===== config.mk =====
export PLATFORM = sky130hd
export DESIGN_NAME = sd_dat_tx_seq
export DESIGN_NICKNAME = d
export VERILOG_FILES = /design/src/rtl/sd_dat_pkg.sv /design/src/rtl/sd_crc_16.sv /design/src/rtl/sd_dat_tx_seq.sv
export SDC_FILE = /design/constraint.sdc
export NUM_CORES = 1
export LEC_CHECK = 0
export CAP_MARGIN = 25
export CORE_MARGIN = 2
export CORE_UTILIZATION = 44
export DETAILED_ROUTE_END_ITERATION = 8
export GPL_TIMING_DRIVEN = 0
export PLACE_DENSITY = 0.61
export SYNTH_ARGS = -nofsm -noshare
export SYNTH_HDL_FRONTEND = slang
export SYNTH_SLANG_ARGS = --single-unit

===== constraint.sdc =====
create_clock -name CLK -period 3.75 [get_ports CLK]
set_input_delay 0.375 -clock CLK [delete_from_list [all_inputs] [get_ports CLK]]
set_output_delay 0.375 -clock CLK [all_outputs]
set_load 0.01 [all_outputs]

===== src/rtl/sd_dat_pkg.sv =====
`default_nettype none
// +----------------------------------------------------------------------+
// | sd_dat_pkg : shared types/constants for the SD DAT0 block transmitter |
// | Revision   : 1.0                                                      |
// +----------------------------------------------------------------------+
package sd_dat_pkg;

  typedef enum logic [2:0] {
    ST_IDLE  = 3'd0,
    ST_START = 3'd1,
    ST_DATA  = 3'd2,
    ST_CRC   = 3'd3,
    ST_END   = 3'd4,
    ST_DONE  = 3'd5
  } sd_tx_state_e;

  localparam logic START_BIT   = 1'b0;
  localparam logic END_BIT     = 1'b1;
  localparam int   CRC_LEN     = 16;
  localparam int   MAX_BLK_LEN = 512;

  localparam logic [CRC_LEN-1:0] CRC16_POLY = 16'h1021;

  // One serial step of the SD CRC-16 (x^16 + x^12 + x^5 + 1, MSB first).
  function automatic logic [CRC_LEN-1:0] crc16_step(input logic [CRC_LEN-1:0] crc,
                                                    input logic bitval);
    logic fb;
    fb = bitval ^ crc[CRC_LEN-1];
    return {crc[CRC_LEN-2:0], 1'b0} ^ (fb ? CRC16_POLY : '0);
  endfunction

endpackage
`default_nettype wire


===== src/rtl/sd_crc_16.sv =====
`default_nettype none
// +----------------------------------------------------------------------+
// | sd_crc_16 : bit-serial CRC-16 engine with synchronous clear (RST)     |
// | Revision  : 1.0                                                       |
// +----------------------------------------------------------------------+
module sd_crc_16
  import sd_dat_pkg::*;
(
  input  logic               CLK,
  input  logic               RST_N,
  input  logic               RST,
  input  logic               BITVAL,
  input  logic               Enable,
  output logic [CRC_LEN-1:0] CRC
);

  logic [CRC_LEN-1:0] crc_q;
  logic [CRC_LEN-1:0] crc_d;

  always_comb begin
    crc_d = crc_q;
    if (RST) begin
      crc_d = '0;
    end else if (Enable) begin
      crc_d = crc16_step(crc_q, BITVAL);
    end
  end

  always_ff @(posedge CLK or negedge RST_N) begin
    if (!RST_N) begin
      crc_q <= '0;
    end else begin
      crc_q <= crc_d;
    end
  end

  assign CRC = crc_q;

endmodule
`default_nettype wire


===== src/rtl/sd_dat_tx_seq.sv =====
`default_nettype none
// +----------------------------------------------------------------------+
// | sd_dat_tx_seq : SD DAT0 single-block transmitter (start/data/CRC/end) |
// | Option: SD_DAT_TX_CRC_INJ_EN adds crc_inj to corrupt CRC[0].          |
// | Revision      : 1.0                                                   |
// +----------------------------------------------------------------------+
module sd_dat_tx_seq
  import sd_dat_pkg::*;
#(
  parameter int LEN_W = 10
) (
  input  logic             CLK,
  input  logic             RST,
  input  logic             start,
  input  logic [LEN_W-1:0] blk_len,
  input  logic [7:0]       data_in,
  input  logic             data_valid,
  output logic             data_ready,
  input  logic             abort,
`ifdef SD_DAT_TX_CRC_INJ_EN
  input  logic             crc_inj,
`endif
  output logic             dat_out,
  output logic             dat_oe,
  output logic             busy,
  output logic             done,
  output logic             err
);

  localparam int             CNT_W    = $clog2(CRC_LEN);
  localparam logic [CNT_W-1:0] CRC_LAST = CNT_W'(CRC_LEN - 1);

  sd_tx_state_e state_q, state_d;

  logic [7:0]         hold_q, hold_d;
  logic               hold_full_q, hold_full_d;
  logic [7:0]         shift_q, shift_d;
  logic [2:0]         bit_cnt_q, bit_cnt_d;
  logic [CNT_W-1:0]   crc_cnt_q, crc_cnt_d;
  logic [LEN_W-1:0]   tx_left_q, tx_left_d;
  logic [LEN_W-1:0]   acc_left_q, acc_left_d;

  logic               w_start_ok;
  logic               w_take;
  logic               w_byte_edge;
  logic               w_load;
  logic               w_underrun;
  logic               w_crc_inv;
  logic               w_crc_bit;
  logic [CRC_LEN-1:0] w_crc;

  assign w_start_ok  = (state_q == ST_IDLE) && start && (blk_len != '0);
  assign w_take      = data_valid && data_ready;
  // A byte boundary is where the shift register needs its next byte.
  assign w_byte_edge = (state_q == ST_START) ||
                       ((state_q == ST_DATA) && (bit_cnt_q == 3'd7) && (tx_left_q != '0));
  assign w_load      = w_byte_edge && hold_full_q;
  assign w_underrun  = w_byte_edge && !hold_full_q;

`ifdef SD_DAT_TX_CRC_INJ_EN
  logic crc_inj_q;

  always_ff @(posedge CLK or negedge RST) begin
    if (!RST) begin
      crc_inj_q <= 1'b0;
    end else if (w_start_ok) begin
      crc_inj_q <= crc_inj;
    end
  end

  assign w_crc_inv = crc_inj_q;
`else
  assign w_crc_inv = 1'b0;
`endif

  assign w_crc_bit = w_crc[CRC_LAST - crc_cnt_q] ^ (w_crc_inv && (crc_cnt_q == CRC_LAST));

  sd_crc_16 u_crc (
    .CLK    (CLK),
    .RST_N  (RST),
    .RST    (w_start_ok),
    .BITVAL (dat_out),
    .Enable (state_q == ST_DATA),
    .CRC    (w_crc)
  );

  always_ff @(posedge CLK or negedge RST) begin
    if (!RST) begin
      state_q <= ST_IDLE;
    end else begin
      state_q <= state_d;
    end
  end

  always_comb begin
    state_d = state_q;
    if ((state_q != ST_IDLE) && abort) begin
      state_d = ST_IDLE;
    end else begin
      case (state_q)
        ST_IDLE:  if (w_start_ok) state_d = ST_START;
        ST_START: state_d = w_underrun ? ST_IDLE : ST_DATA;
        ST_DATA: begin
          if (bit_cnt_q == 3'd7) begin
            if (tx_left_q == '0) begin
              state_d = ST_CRC;
            end else if (w_underrun) begin
              state_d = ST_IDLE;
            end
          end
        end
        ST_CRC:   if (crc_cnt_q == CRC_LAST) state_d = ST_END;
        ST_END:   state_d = ST_DONE;
        ST_DONE:  state_d = ST_IDLE;
        default:  state_d = ST_IDLE;
      endcase
    end
  end

  always_comb begin
    dat_oe     = 1'b1;
    dat_out    = END_BIT;
    busy       = 1'b1;
    done       = 1'b0;
    err        = 1'b0;
    data_ready = !hold_full_q && (acc_left_q != '0);
    unique case (state_q)
      ST_IDLE: begin
        dat_oe     = 1'b0;
        busy       = 1'b0;
        err        = start && (blk_len == '0);
        // The first byte must be captured together with start.
        data_ready = w_start_ok;
      end
      ST_START: begin
        dat_out = START_BIT;
        err     = w_underrun && !abort;
      end
      ST_DATA: begin
        dat_out = shift_q[7];
        err     = w_underrun && !abort;
      end
      ST_CRC:  dat_out = w_crc_bit;
      ST_END:  dat_out = END_BIT;
      ST_DONE: begin
        dat_oe = 1'b0;
        done   = !abort;
      end
      default: begin
        dat_oe     = 1'b0;
        busy       = 1'b0;
        data_ready = 1'b0;
      end
    endcase
  end

  always_comb begin
    hold_d      = hold_q;
    hold_full_d = hold_full_q;
    shift_d     = shift_q;
    bit_cnt_d   = '0;
    crc_cnt_d   = '0;
    tx_left_d   = tx_left_q;
    acc_left_d  = acc_left_q;

    if (w_take) begin
      hold_d = data_in;
    end

    if (state_q == ST_IDLE) begin
      hold_full_d = w_take;
      if (w_start_ok) begin
        tx_left_d  = blk_len;
        acc_left_d = blk_len - LEN_W'(w_take);
      end
    end else begin
      hold_full_d = (hold_full_q && !w_load) || w_take;
      if (w_take) begin
        acc_left_d = acc_left_q - LEN_W'(1);
      end
    end

    if (w_load) begin
      shift_d   = hold_q;
      tx_left_d = tx_left_q - LEN_W'(1);
    end else if (state_q == ST_DATA) begin
      shift_d = {shift_q[6:0], 1'b0};
    end

    if (state_q == ST_DATA) begin
      bit_cnt_d = bit_cnt_q + 3'd1;
    end
    if (state_q == ST_CRC) begin
      crc_cnt_d = crc_cnt_q + CNT_W'(1);
    end
  end

  always_ff @(posedge CLK or negedge RST) begin
    if (!RST) begin
      hold_q      <= '0;
      hold_full_q <= 1'b0;
      shift_q     <= '0;
      bit_cnt_q   <= '0;
      crc_cnt_q   <= '0;
      tx_left_q   <= '0;
      acc_left_q  <= '0;
    end else begin
      hold_q      <= hold_d;
      hold_full_q <= hold_full_d;
      shift_q     <= shift_d;
      bit_cnt_q   <= bit_cnt_d;
      crc_cnt_q   <= crc_cnt_d;
      tx_left_q   <= tx_left_d;
      acc_left_q  <= acc_left_d;
    end
  end

endmodule
`default_nettype wire

* Word-level counts from Yosys, hierarchy flattened
Cells that the tools add are included.
Word-level totals: register bits 63, input bits 23, output and inout bits 6, word-level logic and storage cells 95
Cells by class: add/sub/neg operators 6, order comparisons 1, equality and inequality tests 12, mux-type cells 30, bitwise gates (word level) 2, reductions and logical operators 35
Operator list (count):
- two-way mux 10 bit | 6
- two-way mux 16 bit | 2
- nonzero test 10 bit | 3
- two-way mux 3 bit | 7
- logical NOT 10 bit | 2
- subtractor 10 x 1 -> 10 bit, second input constant | 2
- two-way mux 8 bit | 2
- XOR 16 bit | 1
- case mux 3 bit (5 select lines) | 1
- two-way mux 13 bit | 1
- logical AND 1 bit | 12
- nonzero test 2 bit | 5
- subtractor 10 x 1 -> 10 bit | 1
- equality test 3 bit, second input constant | 3
- equality test 3 x 2 -> 1 bit, second input constant | 2
- inequality test 3 bit, second input constant | 2
- < comparator 4 x 5 -> 1 bit, second input constant | 1
- two-way mux 1 bit | 5
- OR reduction 5 bit | 1
- adder 4 x 1 -> 4 bit, second input constant | 1
- binary-select mux 1 bit (select 4 bit) | 1
- equality test 4 bit, second input constant | 1
- two-way mux 4 bit | 1
- inequality test 4 bit, second input constant | 1
- 17 further kinds | 22

* Longest topological paths before layout
depth after elaboration 10, mapped depth 15, gate-level depth less buffers 15

* By module
A second synthesis with hierarchy kept.
Second synthesis, totals: cells, all modules 362, area, all modules 3582.2 um^2
By module, submodules not included:
- sd_dat_tx_seq | times used 1, cells an instance 304, area each 2894.0 um^2
- sd_crc_16 | times used 1, cells an instance 58, area each 688.2 um^2

* Least setup slack after synthesis
No wires, ideal clock.
path kind reg-to-reg, start point register acc_left_q[0], end point register acc_left_q[6], library setup time 0.125 ns, arrival 3.023 ns, data required time 3.625 ns, slack 0.603 ns, stages on the path, launching flop included 16, path buffers 0, period minus slack after synthesis 3.147 ns, cells stage by stage dfrtp_1 inv_1 ha_1 or3b_4 or3_4 o311a_4 or2_4 nand2_8 inv_1 ha_1 ha_1 nand2_1 nor3_1 xor2_1 o22ai_1 a21oi_1
On the way: longest elaborated chain between the ends 7, elaborated cells between the ends (all ways) 11, classes of those cells 2 x add/sub; 4 x mux; 5 x reduce/logical
Ends and longest elaborated chain:
- from (decl) | RTL line sd_dat_tx_seq.sv:41 | logic [LEN_W-1:0] acc_left_q, acc_left_d;
- from (signal assigned) | RTL line sd_dat_tx_seq.sv:214 | acc_left_q <= acc_left_d;
- nonzero test 10 bit (*) | RTL line sd_dat_tx_seq.sv:126 | data_ready = !hold_full_q && (acc_left_q != '0);
- logical AND 1 bit (*) | RTL line sd_dat_tx_seq.sv:126
- case mux 1 bit (2 select lines) (*) | RTL line sd_dat_tx_seq.sv:127 | unique case (state_q)
- net data_ready | RTL line sd_dat_tx_seq.sv:18 | output logic data_ready,
- logical AND 1 bit (*) | RTL line sd_dat_tx_seq.sv:53 | assign w_take = data_valid && data_ready;
- net w_take | RTL line sd_dat_tx_seq.sv:44 | logic w_take;
- subtractor 10 x 1 -> 10 bit | RTL line sd_dat_tx_seq.sv:174 | acc_left_d = blk_len - LEN_W'(w_take);
- two-way mux 10 bit | RTL line sd_dat_tx_seq.sv:172 | if (w_start_ok) begin
- two-way mux 10 bit | RTL line sd_dat_tx_seq.sv:170 | if (state_q == ST_IDLE) begin
The timed path passes the listed nets; every way through them passes the cells marked *. The select of a mux whose other input is x is not followed. A chain may end at the register's enable or synchronous reset.

* Worst setup path in the final report
start point register acc_left_q[0], end point register acc_left_q[6]
On the way: longest elaborated chain between the ends 7, elaborated cells between the ends (all ways) 11, classes of those cells 2 x add/sub; 4 x mux; 5 x reduce/logical
Ends and longest elaborated chain (RTL line):
- nonzero test 10 bit (*) | sd_dat_tx_seq.sv:126
- logical AND 1 bit (*) | sd_dat_tx_seq.sv:126
- case mux 1 bit (2 select lines) (*) | sd_dat_tx_seq.sv:127
- logical AND 1 bit (*) | sd_dat_tx_seq.sv:53
- net w_take | sd_dat_tx_seq.sv:44
- subtractor 10 x 1 -> 10 bit | sd_dat_tx_seq.sv:174
- two-way mux 10 bit | sd_dat_tx_seq.sv:172
- two-way mux 10 bit | sd_dat_tx_seq.sv:170
Marked as above.

==> flow_summary.json <==
{
  "postSynthAreaPerCell_um2": 9.11,
  "dp_cells": 519,
  "synthCells": 389,
  "wl_mm": 8.15,
  "critPathKind": "flop to flop",
  "start_util_pct": 45.6,
  "hold_viol": 0,
  "dp.final_hpwl_mm": 5.79,
  "syn_nets": 419,
  "peakVddDrop_mv": 0.418,
  "pwr-share-clk_pct": 22.1,
  "rsz0062_at_grt": "false",
  "register_area_um2": 1580,
  "place.gp.congestion": 0.879,
  "wl_per_cell_um": 15.2,
  "drt-initial-drc-count": 187,
  "cts_buffers": 9,
  "yosys_warnings": 0,
  "antenna_found_initial": 0,
  "vias": 2932,
  "slew_headroom_pct": 45.9,
  "io_pins": 29,
  "fin_hold_ws_ns": 0.0934,
  "die_height_um": 93.7,
  "wl_met3_um": 358,
  "synth-async-reset-ratio_pct": 100,
  "cts_max_level": 3,
  "cp.arrival_ns": 3.67,
  "p_per_area_nw_per_um2": 775,
  "worstPathMaxFanout": 10,
  "drive_above_1_share_pct": 11.5,
  "holdCritPathClass": "input port to asynchronous set/reset pin",
  "critPathCaptureType": "flop",
  "num-nets-final": 458,
  "synth_area_um2": 3540,
  "io_buffers": 28,
  "finalCritPeriodShare_pct": 90.7,
  "cts_resized": 0,
  "ys_seq_area_share_pct": 44.5,
  "num_antenna_cells": 0,
  "grt_pass1_wl_mm": 13.9,
  "ys.flop_type": "dfrtp_1",
  "wl_met1_mm": 3.98,
  "multiInputGateArea_um2": 1820,
  "maxCapViolations": 0,
  "cts_tree": "done",
  "grt_use_total_pct": 20.2,
  "drc": 0,
  "dr.max_layer_used": "met4",
  "core_area_um2": 7770,
  "worst_pin_slew_ns": 0.812,
  "share_seq_of_total_power_pct": 34.7,
  "p_switching_w": 0.00125,
  "synth_seq_cells": 63,
  "finalSetupTns_ns": 0,
  "syn_to_final_growth_pct": 18.1,
  "yosysUniqueCellTypes": 56,
  "status": "finished, final reports clean",
  "p_leak_nw": 1.79,
  "dieArea_um2": 8790,
  "post_cts.repair.setup_buffers": 0,
  "vias_per_cell": 5.48,
  "clkTransAtPathRegs_ns": 0.07,
  "switching_share_pct": 38.6,
  "worstSetupStartpointType": "flop",
  "pwr-share-comb_pct": 43.2,
  "rows": 32,
  "setup_violations": 0,
  "fmax_mhz": 294,
  "reg2reg_slack_ns": 0.35,
  "utilization_pct": 53.9,
  "cts.hold.buffers_added": 0,
  "die_x_um": 93.7,
  "synth_edf_count": 0,
  "drv_slew": 0,
  "fillers": 723,
  "cts_root_buffer": "clkbuf_8",
  "grt_pass1_vias": 2841,
  "grt-ovfl-total": 0,
  "firstDrtPassIters": 5,
  "post-route-min-period_ns": 3.40,
  "cts_sinks": 63,
  "antenna_left": 0,
  "routed-wl-met2_mm": 3.66,
  "cp.required_ns": 4.02,
  "cts_buffer_depth": 2,
  "grt_start_max_net_pins": 64,
  "p_int_w": 0.00199,
  "instances_no_fill": 535,
  "fin_skew_ns": 0.00981,
  "clock_latency_ns": 0.35
}
==> kinds of logic after synthesis <==
family,share of synthesized area (%)
compound gates,16.3
flops,44.5
xor+xnor,4.20
mux,6.50
simple gates,22.0
buf+inv,4.06
fa+ha+maj,2.47
==> registers in the layout (all words and copies together) (netlist names) <==
| name | flops |
|---|---|
| tx_left_q | 10 |
| bit_cnt_q | 3 |
| acc_left_q | 10 |
| hold_q | 8 |
| u_crc.CRC | 16 |
| crc_cnt_q | 4 |
| hold_full_q | 1 |
| state_q | 3 |
| shift_q | 8 |
==> Yosys cell counts, drive strengths merged, types with 7 or more instances <==
cell,number,area share (%)
a21oi,23,3.5
a31oi,10,1.8
clkbuf,13,1.4
dfrtp,63,44
ha,7,2.5
inv,16,1.7
mux2,10,4.0
nand2,70,7.9
nand3,14,2.0
nor2,30,3.2
nor3,11,1.6
o21ai,29,4.1
xnor2,9,2.2
xor2,8,2.0
==> cell usage in the layout, fill, tap and decap left out, types with 11 or more instances in the layout <==
cell / synthesis / final
nand2_1: 69 / 69
dfrtp_1: 63 / 63
nor2_1: 30 / 30
o21ai_0: 29 / 29
clkdlybuf4s50_1: 0 / 27
a21oi_1: 21 / 21
inv_1: 16 / 16
clkbuf_1: 13 / 14
nand3_1: 14 / 14
nor3_1: 11 / 11
==> final timing paths <==
kind / start / to / cells after the start
setup / recovery: acc_left_q[0] / acc_left_q[6] / 15
hold / removal: RST / tx_left_q[4] / 1
setup reg to reg: acc_left_q[0] / acc_left_q[6] / 15
hold reg to reg: bit_cnt_q[0] / bit_cnt_q[0] / 1
max in group asynchronous: RST / acc_left_q[0] / 1
min in group CLK: bit_cnt_q[0] / bit_cnt_q[0] / 1
==> critical path, stage by stage (launching register included) <==
cell     delay [ns]
dfrtp_1        0.42
inv_1          0.07
ha_1           0.17
or3b_4         0.39
or3_4          0.37
o311a_4        0.39
or2_4          0.27
nand2_8        0.14
inv_1          0.06
ha_1           0.22
ha_1           0.24
nand2_1        0.11
nor3_1         0.06
xor2_1         0.16
o22ai_1        0.10
a21oi_1        0.17
==> per-layer routing <==
layer | vias to the layer above | track usage [%]
met5 | - | 0
met4 | 0 | 9.18
met3 | 13 | 3.05
met2 | 75 | 29.9
met1 | 1400 | 29.3
li1 | 1444 | -
==> layout make-up <==
cell class                      count  share of cell area [%]
Tap cell                          102                    3.05
Sequential cell                    63                    37.7
Inverter                           16                    1.43
Buffer                             19                    2.00
Clock buffer                       10                    3.05
Multi-Input combinational cell    291                    43.6
Timing Repair Buffer               28                    6.64
Clock inverter                      6                    2.60
==> per-stage QoR <==
stage | setup WS (ns) | total power [W] | instance area, um^2
2_1_floorplan | 0.603 | 0.00212 | 3540
5_1_grt | 0.143 | 0.00349 | 4190
3_3_place_gp | 0.0858 | 0.00251 | 3950
4_1_cts | 0.326 | 0.00326 | 4190
6_report | 0.348 | 0.00324 | 4190
3_5_place_dp | 0.256 | 0.00253 | 3950
==> power groups by stage <==
| stage | sequential (W) | combinational, W | clock (W) |
|---|---|---|---|
| floorplan | 0.00108 | 0.00104 | 0 |
| global placement | 0.00113 | 0.00138 | 0 |
| detailed placement | 0.00114 | 0.00140 | 0 |
| CTS | 0.00112 | 0.00141 | 0.000728 |
| global route | 0.00116 | 0.00156 | 0.000760 |
| finish | 0.00112 | 0.00140 | 0.000717 |
No activity file was read; power rests on OpenSTA's default activity.
==> RTL edit (config.mk and constraints unchanged) <==
Build with the macro `SD_DAT_TX_CRC_INJ_EN` defined.
--- a/src/rtl/sd_dat_tx_seq.sv
+++ b/src/rtl/sd_dat_tx_seq.sv
@@ -4,6 +4,8 @@
 // | Option: SD_DAT_TX_CRC_INJ_EN adds crc_inj to corrupt CRC[0].          |
 // | Revision      : 1.0                                                   |
 // +----------------------------------------------------------------------+
+`define SD_DAT_TX_CRC_INJ_EN
+
 module sd_dat_tx_seq
   import sd_dat_pkg::*;
 #(
Ports: changed (added crc_inj); port bits go from 29 to 30. The function was not compared with the original's and may differ.
==> RTL edit against the original RTL <==
- cell count decreased by 1.1%
- die area increased by 0.74%
- area after synthesis grew 0.78%
- design area grew 0.78%
- power down 6.6%
- count of clock-buffer cells in the layout rose by 3
- setup slack worse by 0.11 ns
- critical path depth shrank 3
- synthesized cell count shrank 1.8%
- sequential cell count grew 1
- wire length grew 3.5%
- critical path type unchanged
- highest routed layer unchanged
==> RTL edit: results (changes against the original RTL) <==
share of the synthesized netlist area taken by xor and xnor gates: 4.41% (+0.21 points)
most frequent cells after synthesis: 70 x nand2_1, 64 x dfrtp_1, 33 x nor2_1, 26 x o21ai_0
maximum single-stage delay on the critical path: 0.66 ns (+0.24 ns)
mux share of post-synthesis cell area: 6.90% (+0.41 points)
Via-to-Cell Ratio: 5.60 (+2.3%)
complex-gate fraction of the synthesized area: 15.5% (-0.83 points)
Hold Slack: 0.132 ns (+0.0388 ns)
number of iterations in the first detailed-routing pass: 5 (unchanged)
maximum number of pins on one net before global-route repair: 65 (+1.6%)
Synth Warn #: 0 (unchanged)
global-route total usage across every layer: 20.4% (+0.15 points)
initial antenna violation count: 0 (unchanged)
CTS root buf: clkbuf_8
Detailed Route Iter0 Violations: 165 (-12%)
cts bufs inserted: 9 (unchanged)
n_diodes: 0 (unchanged)
Data arrival, critical path: 3.79 ns (+0.12 ns)
static leakage: 1.74 nW (-3.0%)
clock edge transition at the registers on the reported setup and hold paths: 0.07 ns (about the same)
Worst Skew: 0.00657 ns (-0.00325 ns)
average wire length per cell after detail routing: 15.9 µm (+4.6%)
predominant post-synthesis flop cell: dfrtp_1
part of the Yosys area used for sequential elements: 44.8% (+0.36 points)
transition time at the pin with the least slew margin: 0.837 ns (+0.0245 ns)
adder-cell share of the synthesized area: 2.45% (-0.019 points)
final setup fails: 0 (unchanged)
number of library cell types mapped by synthesis: 61 (+8.9%)
Max clock buf depth: 2 (unchanged)
clock latency at the later pin of the worst-skew pair: 0.34 ns
run status: finished clean
number of global-route vias before repair: 2808 (-1.2%)
largest driver fanout on the critical path: 10 (unchanged)
number of cell instances on the worst register-to-register path: 12 (-3)
worst slack after detailed placement: -0.113 ns (-0.369 ns)
# port buffers: 29 (+3.6%)
Max stage delay cell, worst path: or4b_2
share of flip-flops with an asynchronous set or reset: 100% (unchanged)
top post-synthesis cells by area: dfrtp_1 45%, nand2_1 7.4%, o21ai_0 3.6%, nor2_1 3.5%, xnor2_1 2.9%
Setup Total Neg Slack: 0 ns (unchanged)
max reg flops: 16 (unchanged)
fraction of final layout cells sized beyond drive strength 1: 12.4% (+0.86 points)
placer congestion estimate: 0.919 (+4.5%)
worst reg-to-reg setup slack: 0.24 ns (-0.11 ns)
number of nets in the synthesized netlist: 413 (-1.4%)
first element of the critical path: state_q[1]$_DFFE_PN0P_
Peak Freq: 285 MHz (-3.1%)
total number of nets in the final design: 453 (-1.1%)
Hold Crit Class: in -> async
half-perimeter wire length after detailed placement: 5930 µm (+2.4%)
maximum resistive drop on vdd: 480 µV (+15%)
fillcell total: 722 (-0.14%)
first-pass GRT wire length: 13900 µm (about the same)
number of H-tree levels: 3 (unchanged)
Worst Setup EP: acc_left_q[7]$_DFFE_PN0P_
-- RTL edit: routing by layer --
layer / GRT usage [%] / vias up / part of all wire, %
li1: - / 1451 / -
met2: 30.1 / 56 / 43
met4: 7.49 / 0 / 1.7
met3: 4.49 / 13 / 3.5
met1: 29.3 / 1445 / 51
met5: 0 / - / 0
-- RTL edit: layout make-up --
cell class | instances | area share (%)
buffer | 19 | 2.08
sequential | 64 | 38.0
tap | 102 | 3.03
clock inverter | 3 | 1.54
timing repair buffer | 29 | 6.82
clock buffer | 13 | 3.53
multi-input combinational | 287 | 44.0
inverter | 12 | 1.07
-- RTL edit: repair_timing --
action | CTS | global route
hold buffers | 0 | 0
gates resized for setup | 1 | 2
endpoints found under the setup margin | 4 | 6
buffers inserted | 0 | 0
-- RTL edit: kinds of logic (layout without fill, tap and decap cells) --
group | count (synthesis) | in the layout
AOI/OAI and AO/OA | 81 | 81
adders and majority gates | 7 | 7
buffers and inverters | 31 | 76
muxes | 18 | 18
and+or+nand+nor | 163 | 163
DFF | 64 | 64
xor gates and xnor gates | 18 | 18
-- RTL edit: through the flow --
step	cells	instance area, µm²	utilization (%)	total power (W)
after floorplan	382	3570	-	0.00199
after CTS	529	4210	53.9	0.00304
after global routing	529	4220	54.0	0.00325
final	529	4220	54.0	0.00303
after global placement	513	3990	51.1	0.00234
after detailed placement	513	3990	51.1	0.00236
-- RTL edit: critical path, delay by kind of cell (launching register included) --
family / cells / cell delay, ns
and+or+nand+nor: 5 / 1.96
AOI/OAI and AO/OA: 3 / 0.42
DFF: 1 / 0.37
buffers and inverters: 2 / 0.28
xor gates and xnor gates: 1 / 0.22
adders and majority gates: 1 / 0.20
-- RTL edit: power by group --
group          internal [W]  switching [W]
Combinational      0.000554       0.000674
Sequential         0.000935       0.000206
Clock              0.000393       0.000267
Total               0.00188        0.00115
